## src/rtl/mul_div_unit.sv

```systemverilog
// Iterative MULT/MULTU/DIV/DIVU unit with architectural HI/LO registers.
// One shift-add (multiply) or restoring shift-subtract (divide) step per cycle.
module mul_div_unit #(
  parameter int WIDTH = 32
) (
  input  logic             clock,
  input  logic             resetn,
  input  logic             start,
  input  logic [1:0]       op,
  input  logic [WIDTH-1:0] a,
  input  logic [WIDTH-1:0] b,
  input  logic             hi_we,
  input  logic             lo_we,
  input  logic [WIDTH-1:0] wdata,
  output logic [WIDTH-1:0] hi,
  output logic [WIDTH-1:0] lo,
  output logic             busy,
  output logic             done,
  output logic [1:0]       state_dbg
);

  localparam int CW = $clog2(WIDTH);

  typedef enum logic [1:0] {IDLE = 2'd0, RUN = 2'd1, FIX = 2'd2} state_t;

  state_t           state, state_n;
  logic [CW-1:0]    cnt;
  logic             op_div, neg_q, neg_r, div0;
  logic [WIDTH-1:0] acc_hi, acc_lo, opnd;

  // Operand magnitudes and signs at start; op[0]=1 selects the unsigned variants.
  logic             a_sgn, b_sgn;
  logic [WIDTH-1:0] a_mag, b_mag;
  assign a_sgn = ~op[0] & a[WIDTH-1];
  assign b_sgn = ~op[0] & b[WIDTH-1];
  assign a_mag = a_sgn ? -a : a;
  assign b_mag = b_sgn ? -b : b;

  // Step datapath: acc_lo holds the multiplier / dividend bits being consumed.
  logic [WIDTH:0]     msum, dshift, ddiff;
  logic [2*WIDTH-1:0] prod, prod_fix;
  logic [WIDTH-1:0]   q_fix, r_fix;

  always_comb begin
    msum     = {1'b0, acc_hi} + (acc_lo[0] ? {1'b0, opnd} : '0);
    dshift   = {acc_hi, acc_lo[WIDTH-1]};
    ddiff    = dshift - {1'b0, opnd};
    prod     = {acc_hi, acc_lo};
    prod_fix = neg_q ? -prod : prod;
    // Divide by zero leaves the dividend as remainder; force the quotient to all ones.
    q_fix    = div0 ? '1 : (neg_q ? -acc_lo : acc_lo);
    r_fix    = neg_r ? -acc_hi : acc_hi;
  end

  always_ff @(posedge clock or negedge resetn) begin
    if (!resetn) state <= IDLE;
    else         state <= state_n;
  end

  always_comb begin
    state_n = state;
    case (state)
      IDLE:    if (start) state_n = RUN;
      RUN:     if (cnt == CW'(WIDTH - 1)) state_n = FIX;
      FIX:     state_n = IDLE;
      default: state_n = IDLE;
    endcase
  end

  assign busy      = (state != IDLE);
  assign state_dbg = state;

  always_ff @(posedge clock or negedge resetn) begin
    if (!resetn) begin
      hi     <= '0;
      lo     <= '0;
      done   <= 1'b0;
      cnt    <= '0;
      op_div <= 1'b0;
      neg_q  <= 1'b0;
      neg_r  <= 1'b0;
      div0   <= 1'b0;
      acc_hi <= '0;
      acc_lo <= '0;
      opnd   <= '0;
    end else begin
      done <= 1'b0;
      case (state)
        IDLE: begin
          if (hi_we) hi <= wdata;
          if (lo_we) lo <= wdata;
          if (start) begin
            op_div <= op[1];
            neg_q  <= a_sgn ^ b_sgn;
            neg_r  <= a_sgn;
            div0   <= op[1] && (b == '0);
            acc_hi <= '0;
            acc_lo <= a_mag;
            opnd   <= b_mag;
            cnt    <= '0;
          end
        end
        RUN: begin
          cnt <= cnt + 1'b1;
          if (op_div) begin
            if (!ddiff[WIDTH]) begin
              acc_hi <= ddiff[WIDTH-1:0];
              acc_lo <= {acc_lo[WIDTH-2:0], 1'b1};
            end else begin
              acc_hi <= dshift[WIDTH-1:0];
              acc_lo <= {acc_lo[WIDTH-2:0], 1'b0};
            end
          end else begin
            acc_hi <= msum[WIDTH:1];
            acc_lo <= {msum[0], acc_lo[WIDTH-1:1]};
          end
        end
        FIX: begin
          done <= 1'b1;
          if (op_div) begin
            hi <= r_fix;
            lo <= q_fix;
          end else begin
            hi <= prod_fix[2*WIDTH-1:WIDTH];
            lo <= prod_fix[WIDTH-1:0];
          end
        end
        default: ;
      endcase
    end
  end

endmodule

```

## config.mk

```make
export PLATFORM = sky130hd
export DESIGN_NAME = mul_div_unit
export DESIGN_NICKNAME = d
export VERILOG_FILES = /design/src/rtl/mul_div_unit.sv
export SDC_FILE = /design/constraint.sdc
export NUM_CORES = 1
export LEC_CHECK = 0
export CORE_MARGIN = 1
export CORE_UTILIZATION = 58
export DETAILED_ROUTE_END_ITERATION = 8
export PLACE_DENSITY = 0.81
export SLEW_MARGIN = 20
export SYNTH_ARGS = -nofsm -noshare
export SYNTH_HDL_FRONTEND = slang
export SYNTH_SLANG_ARGS = --single-unit
```

## constraint.sdc

```tcl
create_clock -name clock -period 4.07 [get_ports clock]
set_input_delay 0.6105 -clock clock [delete_from_list [all_inputs] [get_ports clock]]
set_output_delay 0.6105 -clock clock [all_outputs]
set_load 0.01 [all_outputs]
```

# After elaboration in Yosys (flattened, before gate mapping)
# Cells that the tools add are included.
classes:
  n_eq_ne: 7
  n_bitwise: 4
  addsub: 8
  reduce_logical: 11
  n_mux: 27
op_table:
  columns: ["op", "n"]
  rows:
  - ["$mux W32", 15]
  - ["$pmux W32 S2", 4]
  - ["$neg A32 Y32", 4]
  - ["$mux W64", 1]
  - ["$neg A64 Y64", 1]
  - ["$add A32 B32 Y33", 1]
  - ["$sub A33 B32 Y33", 1]
  - ["$logic_not A32 Y1", 1]
  - ["$pmux W5 S2", 1]
  - ["$reduce_and A2 Y1", 5]
  - ["$ne A2 B2 Y1 const B", 4]
  - ["$reduce_bool A2 Y1", 3]
  - ["$add A5 B1 Y5 const B", 1]
  - ["$eq A5 B5 Y1 const B", 1]
  - ["$mux W5", 1]
  - ["$mux W2", 2]
  - ["$pmux W2 S2", 1]
  - ["$and A1 B1 Y1", 2]
  - ["$eq A2 B1 Y1 const B", 1]
  - ["$eq A2 B2 Y1 const B", 1]
  - ["$logic_not A2 Y1", 1]
  - ["$mux W1", 2]
  - ["$logic_and A1 B1 Y1", 1]
  - ["$not A1 Y1", 1]
  - ["$xor A1 B1 Y1", 1]
totals:
  register_bits: 172
  in_bits: 103

# Logic depth before layout (Yosys ltp)
# Gate-level depths: netlist of run 1.
depth:
  word_depth: 5
  depth_mapped: 15

# Worst setup path before layout of run 1
# Ideal clock, no wire load.
synth_path:
  kind: "reg2reg"
  from: "register acc_lo[0]"
  to: "register acc_hi[27]"
  slack_ps: 717
  period_less_slack_ps: 3353
  stages_incl_launch_ff: 16
  path_buffers: 3
  t_arrival_ps: 3275
  setup_time_ps: 77
  cell_sequence: "dfrtp_1 -> clkbuf_1 -> inv_1 -> clkbuf_1 -> nor2_1 -> ha_1 -> buf_2 -> nand3_1 -> or4_1 -> a211o_1 -> a211oi_2 -> nor4b_2 -> o21a_1 -> o41ai_1 -> nand2_1 -> a21oi_1"
synth_between:
  elab_chain_len: 4
synth_lines:
  columns: ["element", "line_no", "source"]
  rows:
  - ["start: declaration", "29", "logic [WIDTH-1:0] acc_hi, acc_lo, opnd;"]
  - ["start signal: assignment", "98", "acc_lo <= a_mag;"]
  - ["start signal: assignment", "108", "acc_lo <= {acc_lo[WIDTH-2:0], 1'b1};"]
  - ["start signal: assignment", "111", "acc_lo <= {acc_lo[WIDTH-2:0], 1'b0};"]
  - ["$mux W32", "45", "msum = {1'b0, acc_hi} + (acc_lo[0] ? {1'b0, opnd} : '0);"]
  - ["$add A32 B32 Y33", "45", null]
  - ["$mux W32", "105", "if (op_div) begin"]
  - ["$pmux W32 S2", "88", "case (state)"]
  - ["end signal: assignment", "107", "acc_hi <= ddiff[WIDTH-1:0];"]
  - ["end signal: assignment", "110", "acc_hi <= dshift[WIDTH-1:0];"]
  - ["end signal: assignment", "114", "acc_hi <= msum[WIDTH:1];"]
  - ["end: declaration", "29", null]
# Every way passes these cells.
# A chain may end at the register's enable or synchronous reset.

# Worst setup path after layout of run 1
layout_path:
  from: "register acc_lo[0]"
  to: "register acc_hi[29]"
# The elaborated chain is that of the path after synthesis.

==> impl_metrics.tcl, run 1 <==
set metrics [dict create \
    run_status "finished, final reports clean" \
    netlist_area_sq_um 14320 \
    area_growth_pct 17.89 \
    track_usage_pct 35.78 \
    ant_nets 0 \
    synth_top_area_share_pct 30.06 \
    routed_via_density 6.377 \
    tightest_slew_ns 1.069 \
    synth_common_cells "o21ai_0, nand2_1, dfrtp_1" \
    grt.met3_usage_pct 5.053 \
    period_needed_ns 3.795 \
    grt_max_degree 97 \
    ys_ff_latch 172 \
    start_util_pct 59.06 \
    grt_pass1_vias 13500 \
    synth_nets 1978 \
    final_cells 2240 \
    max_cap_violations 0 \
    layout.nets 2077 \
    io_pins 171 \
    use_met2_pct 54.01 \
    place_ws_ns 0.2617 \
    busiest_layer "met2" \
    cp-start-kind "register" \
    cts.htree.levels 4 \
    max_slew_margin_pct 28.53 \
    place_inst 2207 \
    cp_max_fo 18 \
    clock_path_buffers 2 \
    final_util_pct 69.62 \
    power_density_nw_per_um2 921.4 \
    synth_edf_count 0 \
    drive_gt1_share_pct 5.274 \
    drt_iter0_drc 1368 \
    root_buffer "clkbuf_16" \
    cts_tree "done" \
    dp_hpwl_mm 34.28 \
    async_flop_share_pct 100.0 \
    grt-ovfl-total 0 \
    crit_required_ns 4.38 \
    cp-end-kind "register" \
    antenna_found_initial 2 \
    first_pass_iters 6 \
    hp-class "input port to async pin" \
    ir_drop_v 0.0007842 \
    grtUsageMet1_pct 51.56 \
    syn_inst 1803 \
    yosysMostFrequentCell "o21ai_0" \
    cts.sinks 172 \
    leakage_nw 6.957 \
    fp.dieW_microns 159.1 \
    reg2reg_depth 12 \
    vias 14290 \
    wl_per_cell_microns 20.09 \
    routed_wl_mm 45.00 \
    synthFlopType "dfrtp_1" \
    hold_viol 0 \
    yosys_warnings 0 \
    worstPathArrival_ns 4.11 \
    num_rows 57 \
    setup_violations 0 \
    port_buffers 170 \
    clk_pin_slew_ns 0.08 \
    synth.largest_area_cell "dfrtp_1" \
    grt_pass1_wl_mm 72.22 \
    timing.final.crit_share_pct 93.25 \
    fp.dieH_microns 159.1 \
    skew_ns 0.01508 \
    syn_area_per_cell_sq_um 7.942 \
    synth.distinct_cells 78 \
    slew_violations 0 \
    finalWorstSetupSlack_ns 0.2747 \
    synthTopCellsByArea "dfrtp_1, o21ai_0, xnor2_1" \
    max_freq_mhz 263.5 \
    die_area_sq_um 25320 \
    place.gp.congestion 0.9897 \
    cts_made_buffers 17 \
    path_class "register to register" \
    coreArea_sq_um 24250 \
    synth-seq-area-share_pct 30.06 \
    clock_latency_ns 0.44 \
    drc_errors 0 \
]
where the power goes:
group          internal [W]  switching [W]  leakage [nW]  total [W]
Sequential          0.00254        0.00107          2.12    0.00361
Clock              0.000896       0.000849         0.301    0.00174
Combinational       0.00427        0.00593          4.54     0.0102
repair_timing:
item / in CTS / in global routing
setup endpoints to repair: 0 / 3
hold buffers: 0 / 0
gates resized for setup: 0 / 3
buffers inserted: 0 / 0
metrics by stage:
step                      instance area [sq um]  hold slack (ns)  total power (W)  setup TNS (ns)
after floorplan                           14320           0.3149          0.01026               0
after global placement                    16240           0.4613          0.01332               0
after detailed placement                  16240           0.4659          0.01354               0
after CTS                                 16860           0.2645          0.01534               0
after global routing                      16880           0.2817          0.01663        -0.01883
final                                     16880           0.2085          0.01556               0
kinds of logic (layout without fill, tap and decap cells):
group,after synthesis,in the layout,share of synthesized area (%)
AOI/OAI and AO/OA,606,606,26.07
and+or+nand+nor,565,565,19.55
buffers and inverters,181,293,4.867
DFF,172,172,30.06
xor gates and xnor gates,162,162,9.908
adders and majority gates,72,72,6.396
muxes,45,45,3.154
other,0,1,0
layer usage:
| layer | part of all wire [%] | up-vias |
|---|---|---|
| met3 | 7.6 | 104 |
| li1 | - | 6741 |
| met1 | 44 | 6814 |
| met2 | 45 | 624 |
| met5 | 0.029 | - |
| met4 | 3.4 | 2 |
state kept, by name (all words and copies together), names as in the netlist:
name,cells
neg_r,1
opnd,32
cnt,5
state_dbg,2
div0,1
op_div,1
done,1
lo,32
acc_lo,32
neg_q,1
acc_hi,32
hi,32
layout make-up:
cell class / count / area [sq um]
flip-flops and latches: 172 / 4305
clock inverters: 14 / 191.4
repair buffers: 200 / 1953
inverters: 61 / 232.7
clock buffers: 18 / 429.2
multi-input cells: 1450 / 9363
well taps: 324 / 405.4
fillers: 2048 / 7366
diodes: 1 / 2.502
cells in the final DEF, fill, tap and decap left out, types with 6 or more instances in the layout:
master           count
o21ai_0            217
o21a_1              12
xor2_1              59
or3_1               27
and2_1              14
nor2_1             125
or4_1                7
o211ai_1            33
a211oi_1            15
o41ai_1              9
buf_4               28
nand3_1             40
nand2_1            197
clkbuf_16           17
o22ai_1             35
nor2b_1             13
clkdlybuf4s50_1    169
ha_1                70
o31ai_1             28
nand2b_1            16
xnor2_1            103
a22oi_1             17
nor4_1              13
nand4_1             11
inv_1               60
a31oi_1             16
a21oi_1            135
nor3_1              33
mux2i_1             44
o221ai_1             6
a21o_1              24
and3_1              25
dfrtp_1            171
critical path, stage by stage (launching register included):
cell and delay, ns:
dfrtp_1 0.53, clkinvlp_4 0.43, nor2_1 0.20, ha_1 0.28, nand3_1 0.15, or4_1 0.54, a211o_1 0.34, a211oi_2 0.34
nor4b_4 0.13, o211a_1 0.27, xnor2_1 0.16, a22oi_1 0.18, o211ai_1 0.10
path summary, 6_finish.rpt:
path | startpoint | endpoint | slack (ns)
worst max-delay path | acc_lo[0] | acc_hi[29] | 0.27
worst min-delay path | resetn | lo[25] | 0.21
worst max register to register | acc_lo[0] | acc_hi[29] | 0.27
worst min register to register | lo[27] | lo[27] | 0.48
max in group asynchronous | resetn | acc_lo[15] | 2.88
min in group clock | lo[27] | lo[27] | 0.48
Note: power is estimated with default switching activity, not from simulation.
==> run 2: changes to the inputs <==
GPL_ROUTABILITY_DRIVEN = 0   (was unset)
==> run 2 against run 1 <==
Compared with the run above:
- global-route usage shrank 1.0 points
- sequential power is essentially flat
- clock skew shrank 0.0016 ns
- cell area shrank 0.16%
- register-to-register slack gained 0.03 ns
- core utilization shrank 0.11 points
- largest cell class unchanged
==> impl_metrics.tcl, run 2 (same netlist as run 1, synthesis figures left out) <==
set metrics [dict create \
    run_status "finished, final reports clean" \
    port_buffers 170 \
    cts.htree.levels 4 \
    routed_wl_mm 44.28 \
    cp_max_fo 18 \
    grt-ovfl-total 0 \
    hp-class "input port to async pin" \
    final_cell_mix "o21ai_0, nand2_1, dfrtp_1" \
    leakage_nw 6.950 \
    num_antenna_cells 0 \
    timing.final.crit_share_pct 92.62 \
    dp_hpwl_mm 33.38 \
    vias 14480 \
    clk_pin_slew_ns 0.08 \
    max_slew_margin_pct 27.73 \
    ant_nets 0 \
    io_pins 171 \
    grt_pass1_wl_mm 70.81 \
    start_util_pct 59.06 \
    fin_area_sq_um 16850 \
    path_class "register to register" \
    skew_ns 0.01352 \
    power_density_nw_per_um2 917.1 \
    track_usage_pct 34.76 \
    area_growth_pct 17.70 \
    crit_family "compound AO/OA/AOI/OAI gates" \
    cts_tree "done" \
    antenna_found_initial 0 \
    first_pass_iters 6 \
    tightest_slew_ns 1.081 \
    max_freq_mhz 265.3 \
    max_cap_violations 0 \
    clock_latency_ns 0.44 \
    crit_required_ns 4.38 \
    setup_violations 0 \
    slew_violations 0 \
    root_buffer "clkbuf_16" \
    die_area_sq_um 25320 \
    fin_setup_tns_ns 0 \
    hold_viol 0 \
    period_needed_ns 3.770 \
    worstPathArrival_ns 4.08 \
    path_cells "clkinvlp_4, nor2_1, ha_1, o21ai_0, o21bai_1, o21ai_0, o21ai_1, a21boi_0, o211ai_1, a21oi_1, xnor2_1, a221o_1" \
    cts_made_buffers 17 \
    clock_path_buffers 2 \
    drc_errors 0 \
    rsz0062_at_grt "no" \
    cp-end-kind "register" \
    post_cts_buffers 0 \
    slowest_stage "dfrtp_1" \
    path_buf_inv 1 \
    fp.dieW_microns 159.1 \
    layout.nets 2077 \
    wl_per_cell_microns 19.78 \
    coreArea_sq_um 24250 \
    placed_cell_area_sq_um 16240 \
    grt_pass1_vias 13470 \
    layout_commonest_cell "o21ai_0" \
    cts.sinks 172 \
    drive_gt1_share_pct 5.326 \
    num_rows 57 \
    ir_drop_v 0.0004991 \
    routed_via_density 6.465 \
    slowest_delay_ns 0.54 \
    fp.dieH_microns 159.1 \
    grt_max_degree 77 \
    cp-start-kind "register" \
    drt_iter0_drc 1366 \
    path_common_cell "o21ai_0" \
]
run 2: layout make-up:
| class | count | area [sq um] |
|---|---|---|
| flip-flops and latches | 172 | 4305 |
| clock buffers | 17 | 425.4 |
| clock inverters | 15 | 172.7 |
| fillers | 1992 | 7393 |
| well taps | 324 | 405.4 |
| inverters | 61 | 232.7 |
| multi-input cells | 1450 | 9360 |
| repair buffers | 200 | 1953 |
run 2: what timing repair did:
item | CTS | global route
hold buffers | 0 | 0
endpoints found under the setup margin | 0 | 2
resized for setup | 0 | 2
run 2: final timing paths:
check | cells past startpoint | startpoint | slack, ns | to
max | 12 | acc_lo[0] | 0.30 | acc_hi[16]
min | 1 | resetn | 0.17 | lo[25]
max reg2reg | 12 | acc_lo[0] | 0.30 | acc_hi[16]
min reg2reg | 2 | opnd[26] | 0.48 | opnd[26]
max in group asynchronous | 2 | resetn | 2.89 | opnd[14]
min in group clock | 2 | opnd[26] | 0.48 | opnd[26]
run 2: worst reg2reg max path, cell delays in order (launching register included):
cell	delay [ns]
dfrtp_1	0.54
clkinvlp_4	0.41
nor2_1	0.21
ha_1	0.28
o21ai_0	0.21
o21bai_1	0.11
o21ai_0	0.43
o21ai_1	0.22
a21boi_0	0.48
o211ai_1	0.17
a21oi_1	0.19
xnor2_1	0.08
a221o_1	0.32
run 2: stage by stage:
step	utilization [%]	hold WS [ns]	cells	total power, W	worst slack, ns
after floorplan	-	0.3149	1803	0.01026	0.7172
after global placement	66.98	0.4613	2207	0.01322	0.4836
after detailed placement	66.98	0.4671	2207	0.01347	0.3680
after CTS	69.44	0.2158	2239	0.01519	0.3279
after global routing	69.51	0.2233	2239	0.01651	0.04273
final	69.51	0.1703	2239	0.01546	0.3002
run 2: power breakdown:
part / switching [W] / internal (W)
combinational: 0.00591 / 0.00429
clock: 0.000837 / 0.000832
sequential: 0.00105 / 0.00254
total: 0.00780 / 0.00765
run 2: metal layers:
| layer | GRT usage, % | vias up | wire length [microns] |
|---|---|---|---|
| li1 | - | 6739 | - |
| met4 | 15.08 | 0 | 1882 |
| met1 | 48.42 | 6806 | 19000 |
| met3 | 5.757 | 143 | 3847 |
| met5 | 0 | - | 0 |
| met2 | 53.41 | 787 | 19550 |
